<file path="src/rtl/data_mux.sv">
// Write-back source selector: load data, immediate or ALU result, registered once before the register file.
// Optional DATA_MUX_PARITY_EN adds a registered parity bit (regD_par) alongside regD.
module data_mux #(
  parameter int         WIDTH       = 16,
  parameter logic [3:0] LOAD_OPCODE = 4'hA
) (
  input  logic             clk,
  input  logic             rst,
  input  logic [WIDTH-1:0] alu_out,
  input  logic [WIDTH-1:0] imm_out,
  input  logic [WIDTH-1:0] rd_data_bus,
  input  logic             imm_en,
  input  logic [3:0]       op_code,
  output logic [WIDTH-1:0] regD,
  output logic [1:0]       regD_src
`ifdef DATA_MUX_PARITY_EN
  ,
  output logic             regD_par
`endif
);

  localparam logic [1:0] SRC_ALU  = 2'b00;
  localparam logic [1:0] SRC_IMM  = 2'b01;
  localparam logic [1:0] SRC_LOAD = 2'b10;

  logic [WIDTH-1:0] regd_d, regd_q;
  logic [1:0]       src_d, src_q;

  // Load has priority over the immediate; only the chosen bus reaches the flop.
  always_comb begin
    regd_d = alu_out;
    src_d  = SRC_ALU;
    if (op_code == LOAD_OPCODE) begin
      regd_d = rd_data_bus;
      src_d  = SRC_LOAD;
    end else if (imm_en) begin
      regd_d = imm_out;
      src_d  = SRC_IMM;
    end
  end

  always_ff @(posedge clk) begin
    if (rst) begin
      regd_q <= '0;
      src_q  <= SRC_ALU;
    end else begin
      regd_q <= regd_d;
      src_q  <= src_d;
    end
  end

  assign regD     = regd_q;
  assign regD_src = src_q;

`ifdef DATA_MUX_PARITY_EN
  function automatic logic calc_parity(input logic [WIDTH-1:0] v);
    return ^v;
  endfunction

  logic par_d, par_q;

  always_comb begin
    par_d = calc_parity(regd_d);
  end

  always_ff @(posedge clk) begin
    if (rst) par_q <= 1'b0;
    else     par_q <= par_d;
  end

  assign regD_par = par_q;
`endif

endmodule

</file>
<file path="config.mk">
export PLATFORM = sky130hd
export DESIGN_NAME = data_mux
export DESIGN_NICKNAME = d
export VERILOG_FILES = /design/src/rtl/data_mux.sv
export SDC_FILE = /design/constraint.sdc
export NUM_CORES = 1
export LEC_CHECK = 0
export BUFFER_PORTS_ARGS = -buffer_cell sky130_fd_sc_hd__buf_2
export CORE_MARGIN = 1
export CORE_UTILIZATION = 39
export DETAILED_ROUTE_END_ITERATION = 10
export PLACE_DENSITY = 0.83
export SLEW_MARGIN = 10
export SYNTH_ARGS = -nofsm -noshare
export SYNTH_HDL_FRONTEND = slang
export SYNTH_SLANG_ARGS = --single-unit
export TNS_END_PERCENT = 5
</file>
<file path="constraint.sdc">
create_clock -name clk -period 2.1 [get_ports clk]
set_input_delay 0.21 -clock clk [delete_from_list [all_inputs] [get_ports clk]]
set_output_delay 0.21 -clock clk [all_outputs]
set_load 0.02 [all_outputs]
</file>
# --- Word-level counts from Yosys, hierarchy flattened ---
# Cells that the tools add are included.
totals:
  reg_bits: 18
  inputBits: 55
  output_inout_bits: 18
classes:
  n_eq_ne: 1
  muxes: 4
  n_reduce_logical: 1
op_table:
  columns: ["operator", "count"]
  rows:
  - ["$mux 16", 2]
  - ["$eq 4x4->1 const B", 1]
  - ["$mux 2", 1]
  - ["$reduce_or 2->1", 1]
  - ["$mux 1", 1]

# --- Longest topological paths before layout ---
logic_depth:
  ltp_word: 2
  ltp_mapped: 5

# --- Worst setup path after synthesis ---
# No wires, ideal clock.
synth_path:
  path_type: "input -> register"
  from: "input op_code[0]"
  to: "register regd_q[1] (netlist: regD[1])"
  n_path_buf: 2
  slack_ns: 1.033
  stages: 5
  arrival_ns: 0.951
  setup_time_ns: 0.115
  t_required_ns: 1.985
  path_cell_list: "nor4bb_1 -> or2_1 -> buf_4 -> buf_6 -> o2bb2ai_2"
synth_between:
  elab_chain_len: 2
synth_lines:
  columns: ["item", "line_no", "text"]
  rows:
  - ["start: declaration", "13", "input logic [3:0] op_code,"]
  - ["$eq 4x4->1", "33", "if (op_code == LOAD_OPCODE) begin"]
  - ["$mux 16", "33", null]
  - ["end signal: assignment", "47", "regd_q <= regd_d;"]
  - ["end: declaration", "26", "logic [WIDTH-1:0] regd_d, regd_q;"]
# Every way passes these cells.
# A chain may end at the register's enable or synchronous reset.

# --- Worst setup path in the final report ---
layout_path:
  from: "input op_code[0]"
  to: "register regd_q[15] (netlist: regD[15])"
# Same word-level chain as after synthesis.

==> out/results.env <==
RUN_STATUS='finished, final reports clean'
GRT_UTIL_ALL_LAYERS=0.160
WORST_EP_ARRIVAL_TIME_NS=1.36
CRITPATHMAXFANOUT=10
SYN-INSTANCE-COUNT=61
SYNTH_FP_NETS=116
FINALSETUPVIOLCOUNT=0
COREAREA_SQ_UM=1960
DETAILEDROUTE.FIRSTPASSITERATIONCOUNT=2
PLACE.PORT_BUFFERS=72
CLK_TRANSITION_REPORTED_PATHS_NS=0.11
TNS_SETUP_NS=0
YS_TOP_CELLS_BY_AREA='sky130_fd_sc_hd__dfxtp_1, sky130_fd_sc_hd__mux2i_1, sky130_fd_sc_hd__o2bb2ai_2'
DRV_CAP=0
CLOCK_POWER_SHARE=0.281
YOSYSMOSTFREQUENTCELL='sky130_fd_sc_hd__dfxtp_1'
DRC_ERRORS=0
FLOORPLAN.DIE_AREA_SQ_UM=2270
CTS.SINKS=18
YOSYS_TOP_CELL_AREA_SHARE=0.444
VIAS_PER_CELL=4.67
CTS_MAX_PATH_BUFFERS=2
CTS_RESIZED=0
POWER.SEQUENTIAL.FRACTION=0.496
SLOWEST_STAGE='sky130_fd_sc_hd__and2b_1'
POST-SYNTH-TOP-AREA-CELL='sky130_fd_sc_hd__dfxtp_1'
N_ANTENNA_CELL=0
GRT_START_MAX_NET_PINS=18
POST_SYNTH.CELL_AREA_AVG_SQ_UM=13.3
DIE_HEIGHT_UM=47.6
CRITICALPATHCATEGORY='in -> reg'
TIMING_HOLD_VIOLATIONS_FINAL=0
GLOBALROUTE.TOTALOVERFLOW=0
DRTITER0DRC=4
START_KIND='input port'
SHARE_OF_SYNTHESIZED_REGISTERS_CARRYING_AN_ASYNC_SET_OR_RESET=0
ACHIEVABLE-FREQUENCY_MHz=881
FINISH.NET_COUNT=189
SYNTH_FLOP_CELL='sky130_fd_sc_hd__dfxtp_1'
YS_TOP_CELLS_BY_COUNT='sky130_fd_sc_hd__dfxtp_1, sky130_fd_sc_hd__mux2i_1, sky130_fd_sc_hd__o2bb2ai_2'
PWR-SHARE-COMB=0.223
SYN-CELL-AREA_SQ_UM=811
TOTAL_SWITCHING_POWER_uW=197
WORST_HOLD_PATH.NUM_CELLS=2
YS.WARNINGS.COUNT=0
PLACE_INST=156
WL_PER_CELL_UM=11.4
NETLIST-CELL-TYPE-COUNT=13
VDD_IR_DROP_MAX_mV=0.338
LAYOUTNONFILLERINSTCOUNT=160
SW_FRAC_OF_TOTAL=0.264
START_UTIL=0.413
SYNTH-SEQ-CELLS=18
DIE_W_UM=47.6
FINALWEIGHTEDCONGESTION=0.724
P_PER_AREA_nW_PER_UM2=627
FINAL_LAYOUT_SIZE_SUFFIX_GT1_FRAC=0.654
CTSHTREEMAXLEVEL=1
CP.REQUIRED_NS=2.33
VIAS=747
WORST_SLEW_MARGIN_REL=0.673
CORE.ROWCOUNT=16
NUMCTSBUFFERS=3
DESIGN.PORTCOUNT=73
CTS_TREE='yes'
DRT_WL_TOTAL_MM=1.82
POWER.LEAKAGE_uW=0.000637
LAYOUT-AREA-OVERHEAD-VS-SYNTH_PCT=47.2
ANT_NETS=0
CELL_CHAIN_OF_THE_CRITICAL_PATH='buf_2, nor4bb_1, and2b_1, buf_4, o2bb2ai_1'
SYNTH-EDFF-COUNT=0
FIN_CRIT_SH=0.540
WORSTHOLDPATHTYPE='in -> reg'
CTS-HOLD-FIX-BUFFERS=0
HOLD_END='regD[12]'
POST-CTS-SETUP-BUFFERS=0
CRIT_PATH_END_KIND='flop'
WORST_MARGIN_PIN_SLEW_NS=0.490
FINAL.MIN_CLOCK_PERIOD_NS=1.13
CTS.ROOT.BUFFER_CELL='sky130_fd_sc_hd__clkbuf_4'
GRT_PASS1_VIAS=638
SLOWEST_DELAY_NS=0.36
FINAL-MAX-SLEW-VIOLATION-COUNT=0
CELLINTERNALPOWER_uW=551
GRT_PASS1_WL_MM=2.47
GRT_ANTENNA_BEFORE_REPAIR=0
UNREPAIRED_SETUP_ENDPOINTS_AFTER_GLOBAL_ROUTING='no'
YOSYSSEQAREASHARE=0.444
MIN_FROM='rd_data_bus[12]'
-- layout make-up --
cell class | instances | area [sq um]
Sequential cell | 18 | 360
Clock buffer | 4 | 36.3
Timing Repair Buffer | 74 | 375
Multi-Input combinational cell | 36 | 384
Tap cell | 27 | 33.8
Fill cell | 172 | 768
Inverter | 1 | 3.75
-- cell families (layout without fill, tap and decap cells) --
logic type / after synthesis / count (layout) / share of synthesized area
buffers and inverters: 7 / 79 / 0.0818
and+or+nand+nor: 4 / 4 / 0.0340
muxes: 16 / 16 / 0.198
AOI/OAI and AO/OA: 16 / 16 / 0.242
DFF: 18 / 18 / 0.444
-- through the flow --
stage / setup WS, ns / area (sq um) / power [uW] / util / hold WS, ns
after global routing: 0.773 / 1190 / 790 / 0.608 / 0.103
final: 0.965 / 1190 / 749 / 0.608 / 0.117
after global placement: 0.695 / 1160 / 543 / 0.590 / 0.409
after CTS: 0.957 / 1190 / 761 / 0.608 / 0.107
after detailed placement: 0.656 / 1160 / 548 / 0.590 / 0.415
after floorplan: 1.03 / 811 / 472 / - / 0.318
-- how the worst max path moves through the flow --
| stage | startpoint | end | cells after the start |
|---|---|---|---|
| global route | op_code[0] | regD[15] | 5 |
| finish | op_code[0] | regD[15] | 5 |
| CTS | op_code[0] | regD[15] | 5 |
| floorplan | op_code[0] | regD[1] | 5 |
| detailed placement | op_code[0] | regD[15] | 5 |
| global placement | op_code[0] | regD[15] | 5 |
-- sequential cells by signal, indices dropped and copies added, names as in the netlist --
signal and count:
regD 16, regD_src 2
-- power groups by stage --
stage	Clock (uW)	Combinational [uW]	Sequential, uW
finish	210	167	372
global route	234	181	375
CTS	221	168	372
detailed placement	0	168	380
global placement	0	165	379
floorplan	0	60.1	412
-- cells in the final DEF, fill, tap and decap left out, drive strengths merged --
cell type / count
and2b: 1
buf: 74
clkbuf: 4
dfxtp: 18
inv: 1
mux2i: 16
nor2: 1
nor4bb: 1
o2bb2ai: 16
or2: 1
-- per-layer routing --
metal / routed length, um / GRT usage / vias up
li1: - / - / 371
met1: 767 / 0.178 / 316
met2: 832 / 0.290 / 58
met3: 208 / 0.0377 / 2
met4: 10 / 0.0667 / 0
met5: 0 / 0 / -
-- worst max-delay path: cells and delay by family --
family	cells	cell delay, ns
AOI/OAI and AO/OA	1	0.12
buffers and inverters	2	0.36
and+or+nand+nor	2	0.66
(Power assumes the default switching activity.)
